**src/rtl/serial_adder_if.sv**
```systemverilog
// rtl/serial_adder_if.sv - operand/result handshake bundle for serial_adder
//
// Purpose: groups the operand-in and result-out handshakes of serial_adder.
// Optional macro: SERIAL_ADDER_OVF_EN adds out_ovf (signed overflow flag).
//
// Signals:
//   in_valid  producer -> adder  operand set offered
//   in_ready  adder -> producer  adder can accept operands
//   in_a      producer -> adder  operand A, WIDTH bits
//   in_b      producer -> adder  operand B, WIDTH bits
//   in_cin    producer -> adder  carry-in for bit 0
//   out_valid adder -> consumer  result available
//   out_ready consumer -> adder  consumer accepts result
//   out_sum   adder -> consumer  sum bits, bit 0 = LSB
//   out_cout  adder -> consumer  carry out of bit WIDTH-1
//   busy      adder -> anyone    adder is not idle
//   out_ovf   adder -> consumer  signed overflow (SERIAL_ADDER_OVF_EN only)
//
// Modports: master = producer/consumer side, slave = adder side.

interface serial_adder_if #(
  parameter int WIDTH = 8
);

  logic             in_valid;
  logic             in_ready;
  logic [WIDTH-1:0] in_a;
  logic [WIDTH-1:0] in_b;
  logic             in_cin;
  logic             out_valid;
  logic             out_ready;
  logic [WIDTH-1:0] out_sum;
  logic             out_cout;
  logic             busy;
`ifdef SERIAL_ADDER_OVF_EN
  logic             out_ovf;
`endif

`ifdef SERIAL_ADDER_OVF_EN
  modport master (
    output in_valid, in_a, in_b, in_cin, out_ready,
    input  in_ready, out_valid, out_sum, out_cout, busy, out_ovf
  );

  modport slave (
    input  in_valid, in_a, in_b, in_cin, out_ready,
    output in_ready, out_valid, out_sum, out_cout, busy, out_ovf
  );
`else
  modport master (
    output in_valid, in_a, in_b, in_cin, out_ready,
    input  in_ready, out_valid, out_sum, out_cout, busy
  );

  modport slave (
    input  in_valid, in_a, in_b, in_cin, out_ready,
    output in_ready, out_valid, out_sum, out_cout, busy
  );
`endif

endinterface

```
**src/rtl/serial_adder.sv**
```systemverilog
// rtl/serial_adder.sv - bit-serial LSB-first ripple adder with valid/ready handshakes
//
// Purpose: adds two WIDTH-bit operands plus carry-in using a single full-adder
// cell, one bit per clock, LSB first. Result = {out_cout, out_sum} =
// in_a + in_b + in_cin. One operation takes WIDTH+2 cycles end to end
// (accept, WIDTH shift edges, consume).
// Optional macro: SERIAL_ADDER_OVF_EN adds bus.out_ovf, the signed overflow
// flag (carry into MSB xor carry out of MSB), reset to 0 and held with out_sum.
//
// Ports:
//   clk  input  single clock, rising edge
//   rst  input  asynchronous active-high reset
//   bus  serial_adder_if.slave  operand/result handshakes, out_sum, out_cout, busy
//
// Parameters:
//   WIDTH  operand/sum width in bits, 2..32

module serial_adder #(
  parameter int WIDTH = 8
) (
  input logic           clk,
  input logic           rst,
  serial_adder_if.slave bus
);

  // One spare bit so the counter never wraps, even at WIDTH = 32.
  localparam int CNT_W = $clog2(WIDTH) + 1;

  typedef enum logic [1:0] {
    IDLE  = 2'd0,
    SHIFT = 2'd1,
    DONE  = 2'd2
  } state_t;

  state_t           state_q, state_d;
  logic [WIDTH-1:0] a_q, a_d;
  logic [WIDTH-1:0] b_q, b_d;
  logic [WIDTH-1:0] acc_q, acc_d;
  logic [WIDTH-1:0] sum_q, sum_d;
  logic             carry_q, carry_d;
  logic             cout_q, cout_d;
  logic [CNT_W-1:0] cnt_q, cnt_d;
  logic             in_ready_q, in_ready_d;
  logic             out_valid_q, out_valid_d;
  logic             busy_q, busy_d;
`ifdef SERIAL_ADDER_OVF_EN
  logic             ovf_q, ovf_d;
`endif

  logic             fa_sum;
  logic             fa_carry;
  logic             last_bit;
  logic [WIDTH-1:0] acc_shifted;

  // The single full-adder cell works on the current LSBs of the operand
  // shift registers and the running carry.
  always_comb begin
    fa_sum      = a_q[0] ^ b_q[0] ^ carry_q;
    fa_carry    = (a_q[0] & b_q[0]) | (b_q[0] & carry_q) | (carry_q & a_q[0]);
    last_bit    = (cnt_q == CNT_W'(WIDTH - 1));
    // New bits enter at the MSB end; after WIDTH shifts bit 0 sits at the LSB.
    acc_shifted = {fa_sum, acc_q[WIDTH-1:1]};
  end

  always_comb begin
    state_d   = state_q;
    a_d       = a_q;
    b_d       = b_q;
    acc_d     = acc_q;
    sum_d     = sum_q;
    carry_d   = carry_q;
    cout_d    = cout_q;
    cnt_d     = cnt_q;
`ifdef SERIAL_ADDER_OVF_EN
    ovf_d     = ovf_q;
`endif

    case (state_q)
      IDLE: begin
        if (bus.in_valid) begin
          a_d     = bus.in_a;
          b_d     = bus.in_b;
          carry_d = bus.in_cin;
          acc_d   = '0;
          cnt_d   = '0;
          state_d = SHIFT;
        end
      end

      SHIFT: begin
        a_d     = a_q >> 1;
        b_d     = b_q >> 1;
        acc_d   = acc_shifted;
        carry_d = fa_carry;
        cnt_d   = cnt_q + 1'b1;
        if (last_bit) begin
          // The visible result is only updated on completion so that it
          // keeps showing the previous result while a new add is in flight.
          sum_d   = acc_shifted;
          cout_d  = fa_carry;
`ifdef SERIAL_ADDER_OVF_EN
          // carry_q here is the carry into the MSB cell.
          ovf_d   = carry_q ^ fa_carry;
`endif
          state_d = DONE;
        end
      end

      DONE: begin
        if (bus.out_ready) begin
          state_d = IDLE;
        end
      end

      default: begin
        state_d = IDLE;
      end
    endcase

    // Handshake outputs are registered copies of the next state decode.
    in_ready_d  = (state_d == IDLE);
    out_valid_d = (state_d == DONE);
    busy_d      = (state_d != IDLE);
  end

  always_ff @(posedge clk or posedge rst) begin
    if (rst) begin
      state_q     <= IDLE;
      a_q         <= '0;
      b_q         <= '0;
      acc_q       <= '0;
      sum_q       <= '0;
      carry_q     <= 1'b0;
      cout_q      <= 1'b0;
      cnt_q       <= '0;
      in_ready_q  <= 1'b1;
      out_valid_q <= 1'b0;
      busy_q      <= 1'b0;
`ifdef SERIAL_ADDER_OVF_EN
      ovf_q       <= 1'b0;
`endif
    end else begin
      state_q     <= state_d;
      a_q         <= a_d;
      b_q         <= b_d;
      acc_q       <= acc_d;
      sum_q       <= sum_d;
      carry_q     <= carry_d;
      cout_q      <= cout_d;
      cnt_q       <= cnt_d;
      in_ready_q  <= in_ready_d;
      out_valid_q <= out_valid_d;
      busy_q      <= busy_d;
`ifdef SERIAL_ADDER_OVF_EN
      ovf_q       <= ovf_d;
`endif
    end
  end

  assign bus.in_ready  = in_ready_q;
  assign bus.out_valid = out_valid_q;
  assign bus.busy      = busy_q;
  assign bus.out_sum   = sum_q;
  assign bus.out_cout  = cout_q;
`ifdef SERIAL_ADDER_OVF_EN
  assign bus.out_ovf   = ovf_q;
`endif

endmodule

```
**src/flat_wrapper.sv**
```systemverilog
// flat-port wrapper written by rule: the top's interface ports become plain ports
module serial_adder_flat 
#(
  parameter int WIDTH = 8
)
  (clk, rst, bus_in_valid, bus_in_a, bus_in_b, bus_in_cin, bus_out_ready, bus_in_ready, bus_out_valid, bus_out_sum, bus_out_cout, bus_busy);
  serial_adder_if #(.WIDTH(WIDTH)) bus_i ();
  input logic clk;
  input logic rst;
  input wire logic [$bits(bus_i.in_valid)-1:0] bus_in_valid;
  input wire logic [$bits(bus_i.in_a)-1:0] bus_in_a;
  input wire logic [$bits(bus_i.in_b)-1:0] bus_in_b;
  input wire logic [$bits(bus_i.in_cin)-1:0] bus_in_cin;
  input wire logic [$bits(bus_i.out_ready)-1:0] bus_out_ready;
  output wire logic [$bits(bus_i.in_ready)-1:0] bus_in_ready;
  output wire logic [$bits(bus_i.out_valid)-1:0] bus_out_valid;
  output wire logic [$bits(bus_i.out_sum)-1:0] bus_out_sum;
  output wire logic [$bits(bus_i.out_cout)-1:0] bus_out_cout;
  output wire logic [$bits(bus_i.busy)-1:0] bus_busy;
  assign bus_i.in_valid = bus_in_valid;
  assign bus_i.in_a = bus_in_a;
  assign bus_i.in_b = bus_in_b;
  assign bus_i.in_cin = bus_in_cin;
  assign bus_i.out_ready = bus_out_ready;
  assign bus_in_ready = bus_i.in_ready;
  assign bus_out_valid = bus_i.out_valid;
  assign bus_out_sum = bus_i.out_sum;
  assign bus_out_cout = bus_i.out_cout;
  assign bus_busy = bus_i.busy;
  serial_adder #(.WIDTH(WIDTH)) u_core (.clk(clk), .rst(rst), .bus(bus_i));
endmodule
```
**config.mk**
```make
export PLATFORM = sky130hd
export DESIGN_NAME = serial_adder_flat
export DESIGN_NICKNAME = d
export VERILOG_FILES = /design/src/rtl/serial_adder_if.sv /design/src/rtl/serial_adder.sv /design/src/flat_wrapper.sv
export SDC_FILE = /design/constraint.sdc
export NUM_CORES = 1
export LEC_CHECK = 0
export CAP_MARGIN = 0
export CORE_MARGIN = 2
export CORE_UTILIZATION = 40
export CTS_CLUSTER_DIAMETER = 150
export DETAILED_ROUTE_END_ITERATION = 7
export PLACE_DENSITY_LB_ADDON = 0.15
export SYNTH_ARGS = -nofsm -noshare
export SYNTH_HDL_FRONTEND = slang
export SYNTH_SLANG_ARGS = --single-unit
```
**constraint.sdc**
```tcl
create_clock -name clk -period 2.3 [get_ports clk]
set_input_delay 0.46 -clock clk [delete_from_list [all_inputs] [get_ports clk]]
set_output_delay 0.46 -clock clk [all_outputs]
set_load 0.05 [all_outputs]
```
==> results_dict.tcl, run 1 <==
set metrics [dict create \
    crit_fanout 1 \
    cts-resized-gates 0 \
    cts.clk_slew.worst_paths_ns 0.08 \
    finalCriticalPeriod_ns 2.06 \
    cp_top_family "buffers and inverters" \
    clock_skew_ns 0.00462 \
    first_global_vias 1269 \
    io_buffers 32 \
    clock-sinks 42 \
    setup_viol_count_final 0 \
    avgViaCountPerCell 5.10 \
    yosys_register_bits 42 \
    async_reset_ff_share_pct 100 \
    start_util_pct 42.0 \
    netlist_area_sq_mm 0.00184 \
    dieArea_sq_mm 0.00516 \
    syn_nets 175 \
    grt_max_degree 43 \
    fp-row-count 24 \
    postRouteWirelength_um 3540 \
    cp_slowest_cell "clkdlybuf4s50_1" \
    rsz0062_at_grt "false" \
    cellLeakagePower_nw 1.01 \
    run_status "finished, final reports clean" \
    fin_crit_sh_pct 89.6 \
    yosysTopAreaCell "dfrtp_1" \
    hold_ws_ns 0.481 \
    cts_tree "done" \
    cts_max_level 2 \
    gr-usage-all-layers_pct 15.8 \
    synth-edff-count 0 \
    slowest_delay_ns 0.79 \
    firstDrtPassIters 4 \
    path_cells "clkdlybuf4s50_1" \
    clk_path_buf_depth 2 \
    post-place-ws_ns 0.423 \
    synth_top_area_share_pct 55.7 \
    worstMarginPinSlew_ns 0.516 \
    internal_power_w 0.00187 \
    drc 0 \
    synth_cell_type_count 30 \
    antenna_found_initial 0 \
    slew_violations 0 \
    most-common-layout-cells "dfrtp_1 (41), clkdlybuf4s50_1 (32), o21ai_0 (19)" \
    cts_root_buf "clkbuf_8" \
    gp_congestion 0.761 \
    post-cts-setup-buffer-count 0 \
    io_pins 33 \
    start_kind "register" \
    layout_setup_ws_ns 0.239 \
    clk_latency_ns 0.29 \
    nNetsFinal 211 \
    power.total_w 0.00299 \
    coreArea_sq_mm 0.00438 \
    grt-ovfl-total 0 \
    cts_made_buffers 5 \
    arrival_ns 1.60 \
    relSlewSlack_pct 65.6 \
    max_freq_mhz 485 \
    dieWidth_um 71.8 \
    final_common_cell "dfrtp_1" \
    crit_type "reg -> out" \
    dpl.hpwl_um 2450 \
    hold_path_class "reg -> reg" \
    synth_area_leaders "dfrtp_1 (56%), mux2i_1 (5.4%), o21ai_0 (5.2%), mux2_4 (4.9%), a22o_1 (4.3%)" \
    cp_num_buf_inv 1 \
    syn_area_per_cell_sq_um 12.1 \
    setup_tns_ns 0 \
    vias 1229 \
    ir_worst_vdd_uv 515 \
    sw_frac_of_total_pct 37.5 \
    hold_viol 0 \
    n_antenna_cell 0 \
    drive_above_1_share_pct 13.2 \
    comb_power_share_pct 40.1 \
    synth_seq_area_share_pct 57.2 \
    drt-initial-drc-count 102 \
    ys.flop_type "dfrtp_1" \
    power.share.clock_pct 19.7 \
    powerDensity_mw_per_mm2 1290 \
    max_cap_violations 0 \
    ant_nets 0 \
    syn_inst 152 \
    switching_power_w 0.00112 \
    wl_per_cell_um 14.7 \
    grt_first_pass_wirelength_um 6190 \
    syn2layout_area_growth_pct 26.2 \
    endpoint_kind "output port" \
    ctsHoldBuffers 0 \
    critPathRequiredTime_ns 1.84 \
    chipHeight_um 71.8 \
    p_seq_share_pct 40.2 \
    yosysWarnings 0 \
]
[cell usage after synthesis, types with 3 or more instances]
master     number
o21ai_0        19
buf_2           4
nor2_1          3
a21oi_1         3
a22o_1          9
dfrtp_1        41
inv_1           8
mux2i_1        10
nor2b_1         4
a22oi_1         6
mux2_4          6
nand2_1        16
a2bb2oi_1       3
[power by group through the flow]
stage	registers, W	clock network, W	logic [W]
floorplan	0.00145	0	0.000636
global placement	0.00120	0	0.00119
detailed placement	0.00122	0	0.00122
CTS	0.00121	0.000606	0.00122
global route	0.00124	0.000632	0.00132
finish	0.00120	0.000590	0.00120
[per-layer routing]
| layer | share of wire (%) | track usage [%] | vias up |
|---|---|---|---|
| li1 | - | - | 606 |
| met1 | 46 | 20.4 | 594 |
| met2 | 49 | 25.2 | 24 |
| met3 | 3.7 | 4.36 | 5 |
| met4 | 1.4 | 6.29 | 0 |
| met5 | 0 | 0 | - |
[logic make-up after synthesis]
| group | synth area share, % |
|---|---|
| compound gates | 17.2 |
| mux | 10.9 |
| flops | 57.2 |
| buf+inv | 4.96 |
| simple gates | 7.95 |
| fa+ha+maj | 1.77 |
[worst paths after layout]
path,slack (ns),cells after the start,endpoint,from
min in group asynchronous,0.58,3,u_core.bus.out_valid,rst
worst max register to register,0.68,5,u_core.bus.out_sum[6],u_core.cnt_q[0]
max in group asynchronous,1.36,3,u_core.a_q[4],rst
worst min-delay path,0.48,2,u_core.b_q[0],u_core.b_q[0]
worst max-delay path,0.24,1,bus_in_ready,u_core.bus.in_ready
worst min register to register,0.48,2,u_core.b_q[0],u_core.b_q[0]
[flip-flops by register name, indices dropped and copies added (netlist names), 2 cells and up]
name                cells
u_core.state_q          2
u_core.acc_q            7
u_core.b_q              8
u_core.bus.out_sum      8
u_core.cnt_q            4
u_core.a_q              8
[worst reg2reg max path, stage by stage (launching register included)]
cell and delay [ns]:
dfrtp_1 0.42, ha_1 0.21, nand2_1 0.11, nor3_4 0.17, buf_4 0.25, mux2_2 0.36
[cell type report]
cell class,instances,area [sq um]
multi-input combinational,93,697
clock buffer,5,68.8
tap,52,65.1
clock inverter,3,43.8
timing repair buffer,38,365
sequential,42,1050
fill,384,2060
inverter,8,30.0
[through the flow]
stage / area, sq um / util, % / std cells
6_report: 2320 / 53.0 / 241
5_1_grt: 2320 / 53.0 / 241
4_1_cts: 2320 / 53.0 / 241
3_5_place_dp: 2210 / 50.4 / 233
3_3_place_gp: 2210 / 50.4 / 233
2_1_floorplan: 1840 / - / 152
Note: power is estimated with default switching activity, not from simulation.
==> inputs of run 2 (changes only) <==
--- a/config.mk
+++ b/config.mk
@@ -7,3 +7,2 @@
 export LEC_CHECK = 0
-export CAP_MARGIN = 0
 export CORE_MARGIN = 2
--- a/constraint.sdc
+++ b/constraint.sdc
@@ -3,2 +3,2 @@
 set_output_delay 0.46 -clock clk [all_outputs]
-set_load 0.05 [all_outputs]
+set_load 0.01 [all_outputs]
==> run 2 against run 1 <==
Via count shrank 0.33%; sequential share of layout area grew 0.67 points; final area shrank 1.5%; clock power shrank 26%; power shrank 13%; largest cell class unchanged; cell count shrank 0.41%; count of clock-buffer cells in the layout is the same.
==> results_dict.tcl, run 2 (synthesized netlist as in run 1, its figures left out) <==
set metrics [dict create \
    drc 0 \
    seq_area_sq_mm 0.00105 \
    io_pins 33 \
    first_global_vias 1248 \
    grt-ovfl-total 0 \
    max_freq_mhz 559 \
    slew_violations 0 \
    slowest_delay_ns 0.52 \
    cp_top_family "flip-flops" \
    finalCriticalPeriod_ns 1.79 \
    fill_cells 379 \
    hold_depth 2 \
    vias 1225 \
    crit_fanout 1 \
    dieWidth_um 71.8 \
    n_antenna_cell 0 \
    setup_viol_count_final 0 \
    cts_root_buf "clkbuf_8" \
    r2r_slack_ns 0.65 \
    max_cap_violations 0 \
    drive_above_1_share_pct 12.8 \
    gp_congestion 0.766 \
    hold_start "u_core.b_q[0]" \
    dpl_cell_area_sq_mm 0.00221 \
    final_common_cell "dfrtp_1" \
    cp_num_buf_inv 1 \
    crit_type "reg -> out" \
    nNetsFinal 211 \
    clock_skew_ns 0.00459 \
    io_buffers 32 \
    post-cts-setup-buffer-count 0 \
    firstDrtPassIters 4 \
    cp_slowest_cell "dfstp_2" \
    powerDensity_mw_per_mm2 1140 \
    ir_worst_vdd_uv 459 \
    stdcell_area_sq_mm 0.00229 \
    clk_path_buf_depth 2 \
    coreArea_sq_mm 0.00438 \
    setup_tns_ns 0 \
    run_status "finished, final reports clean" \
    rsz0062_at_grt "false" \
    path_cells "clkdlybuf4s50_1" \
    cts_tree "done" \
    hold_path_class "reg -> reg" \
    reg2reg_depth 5 \
    clk_latency_ns 0.29 \
    chipHeight_um 71.8 \
    most-common-layout-cells "dfrtp_1 (41), clkdlybuf4s50_1 (32), o21ai_0 (19)" \
    cts-resized-gates 0 \
    gr-usage-all-layers_pct 15.5 \
    dieArea_sq_mm 0.00516 \
    postRouteWirelength_um 3570 \
    start_util_pct 42.0 \
    critPathRequiredTime_ns 1.84 \
    grt_max_degree 43 \
    wl_per_cell_um 14.9 \
    ant_nets 0 \
    hold_viol 0 \
    avgViaCountPerCell 5.10 \
    cts_made_buffers 5 \
    worstMarginPinSlew_ns 0.526 \
    cellLeakagePower_nw 1.00 \
    clock-sinks 42 \
    arrival_ns 1.33 \
    start_kind "register" \
    drt-initial-drc-count 121 \
    timing.rr.start "u_core.cnt_q[0]" \
    endpoint_kind "output port" \
    relSlewSlack_pct 64.9 \
    cts_max_level 2 \
    fin_crit_sh_pct 77.8 \
    antenna_found_initial 0 \
    fp-row-count 24 \
    syn2layout_area_growth_pct 24.3 \
    rr_endpoint "u_core.bus.out_sum[6]" \
    ctsHoldBuffers 0 \
    dpl.hpwl_um 2500 \
    grt_first_pass_wirelength_um 6100 \
    multi_input_area_sq_um 697 \
    hold_path_end "u_core.b_q[0]" \
    cts.clk_slew.worst_paths_ns 0.07 \
]
-- run 2: power breakdown --
group          total [W]  internal (W)  switching, W
Sequential       0.00120       0.00102      0.000184
Combinational   0.000969      0.000526      0.000443
Clock           0.000438      0.000204      0.000235
-- run 2: worst min-delay path, cell delays in order (launching register included) --
cell and delay [ns]:
dfrtp_1 0.35, nand2_1 0.05, o21ai_0 0.06
-- run 2: metal layers --
layer  vias up  GRT usage, %  part of all wire, %
li1        605             -                    -
met1       595          20.7                   48
met2        19          24.1                   47
met3         6          4.50                  3.6
met4         0          5.66                  1.7
met5         -             0                    0
-- run 2: worst max path at each step --
| stage | startpoint | to | slack (ns) | cells after the start |
|---|---|---|---|---|
| final | u_core.bus.in_ready | bus_in_ready | 0.51 | 1 |
| after global routing | u_core.bus.in_ready | bus_in_ready | 0.47 | 1 |
| after CTS | u_core.bus.in_ready | bus_in_ready | 0.49 | 1 |
| after detailed placement | bus_in_valid | u_core.cnt_q[3] | 0.40 | 5 |
| after global placement | bus_in_valid | u_core.cnt_q[3] | 0.52 | 5 |
| after floorplan | rst | u_core.a_q[0] | 0.87 | 1 |
-- run 2: final cells by class --
class	instances	area share (%)
Clock buffer	5	3.01
Clock inverter	2	0.437
Inverter	8	1.31
Multi-Input combinational cell	93	30.5
Sequential cell	42	46.0
Tap cell	52	2.84
Timing Repair Buffer	38	16.0
-- run 2: per-stage QoR --
step                cells  setup WS, ns  hold WS, ns  power [W]  utilization (%)
detailed placement    233         0.396        0.472    0.00220             50.4
global placement      233         0.518        0.464    0.00216             50.4
finish                240         0.510        0.485    0.00261             52.2
floorplan             152         0.867        0.449    0.00185                -
global route          240         0.474        0.519    0.00281             52.2
CTS                   240         0.488        0.490    0.00266             52.2
==> inputs of run 3 (changes only) <==
Clock period 2.3 ns to 1.8 ns, I/O delays scaled along.
==> run 3 against run 2 <==
Register-to-register slack worse by 0.41 ns; wire length up 1.6%; sequential share of layout area down 1.6 points; die area unchanged; count of clock-buffer cells in the layout up 2; final area up 3.6%; combinational power up 34%; critical path depth unchanged; clock power up 66%; core utilization up 1.9 points; flip-flop and latch count unchanged; first-iteration DRC count down 23%; critical path type unchanged; critical endpoint unchanged; largest power group unchanged; highest routed layer unchanged.
==> results_dict.tcl, run 3 (synthesized netlist as in run 1, its figures left out) <==
set metrics [dict create \
    run_status "finished, final reports clean" \
    dieArea_sq_mm 0.00516 \
    antenna_found_initial 0 \
    io_pins 33 \
    worstMarginPinSlew_ns 0.441 \
    post-cts-setup-buffer-count 0 \
    cellLeakagePower_nw 1.04 \
    cts_max_level 2 \
    slew_violations 0 \
    fin_crit_sh_pct 94.8 \
    avgViaCountPerCell 5.19 \
    fill_cells 393 \
    chipHeight_um 71.8 \
    grt_first_pass_wirelength_um 6310 \
    cp_slowest_cell "clkdlybuf4s50_1" \
    rsz0062_at_grt "false" \
    io_buffers 32 \
    nNetsFinal 215 \
    fp-row-count 24 \
    ir_worst_vdd_uv 573 \
    cts_tree "done" \
    multi_input_area_sq_um 697 \
    setup_viol_count_final 0 \
    stdcell_area_sq_mm 0.00237 \
    drive_above_1_share_pct 14.0 \
    path_cells "clkdlybuf4s50_1" \
    ctsHoldBuffers 0 \
    n_antenna_cell 0 \
    cp_top_family "buffers and inverters" \
    wl_per_cell_um 14.8 \
    cts.clk_slew.worst_paths_ns 0.08 \
    cts_made_buffers 5 \
    gr-usage-all-layers_pct 16.0 \
    most-common-layout-cells "dfrtp_1 (41), clkdlybuf4s50_1 (32), o21ai_0 (19)" \
    coreArea_sq_mm 0.00438 \
    first_global_vias 1364 \
    cp_num_buf_inv 1 \
    vias 1271 \
    slowest_delay_ns 0.53 \
    max_cap_violations 0 \
    critPathRequiredTime_ns 1.44 \
    clock_skew_ns 0.00576 \
    syn2layout_area_growth_pct 28.8 \
    grt-ovfl-total 0 \
    powerDensity_mw_per_mm2 1510 \
    seq_area_sq_mm 0.00105 \
    crit_fanout 1 \
    postRouteWirelength_um 3630 \
    ant_nets 0 \
    hold_path_class "in -> async" \
    crit_type "reg -> out" \
    arrival_ns 1.35 \
    endpoint_kind "output port" \
    firstDrtPassIters 4 \
    clk_path_buf_depth 2 \
    dpl.hpwl_um 2570 \
    relSlewSlack_pct 70.6 \
    dieWidth_um 71.8 \
    hold_viol 0 \
    setup_tns_ns 0 \
    dpl_cell_area_sq_mm 0.00226 \
    start_util_pct 42.0 \
    drc 0 \
    cts-resized-gates 0 \
    final_common_cell "dfrtp_1" \
    finalCriticalPeriod_ns 1.71 \
    grt_max_degree 22 \
    gp_congestion 0.797 \
    start_kind "register" \
    clock-sinks 42 \
    clk_latency_ns 0.29 \
    cts_root_buf "clkbuf_8" \
    drt-initial-drc-count 93 \
    max_freq_mhz 586 \
]
-- run 3: final cells by class --
class                           instances  area share [%]
Sequential cell                        42            44.4
Multi-Input combinational cell         93            29.4
Timing Repair Buffer                   42            17.7
Clock buffer                            7            3.22
Tap cell                               52            2.74
Clock inverter                          1            1.27
Inverter                                8            1.27
-- run 3: power breakdown --
group          switching (W)  internal, W
registers           0.000236      0.00130
clock network       0.000311     0.000415
logic               0.000573     0.000729
-- run 3: worst paths after layout --
path | start | end | slack, ns | depth (start not counted)
worst min register to register | u_core.b_q[1] | u_core.b_q[1] | 0.48 | 2
worst max-delay path | u_core.bus.in_ready | bus_in_ready | 0.09 | 1
min in group clk | u_core.b_q[1] | u_core.b_q[1] | 0.48 | 2
worst max register to register | u_core.cnt_q[0] | u_core.bus.out_sum[2] | 0.24 | 5
worst min-delay path | rst | u_core.cnt_q[2] | 0.43 | 3
max in group asynchronous | rst | u_core.bus.in_ready | 1.10 | 3
-- run 3: stage by stage --
stage,hold slack [ns],util (%),instances,power (W),setup slack [ns]
2_1_floorplan,0.428,-,152,0.00236,0.402
3_3_place_gp,0.463,51.7,237,0.00283,0.204
3_5_place_dp,0.471,51.7,237,0.00287,0.130
4_1_cts,0.445,54.1,245,0.00361,0.0789
5_1_grt,0.475,54.1,245,0.00382,0.0481
6_report,0.428,54.1,245,0.00357,0.0936
-- run 3: metal layers --
metal	wire length, um	GRT usage, %	up-vias
met1	1660	21.2	628
met4	47	5.03	0
met3	143	4.64	6
li1	-	-	615
met5	0	0	-
met2	1770	25.6	22
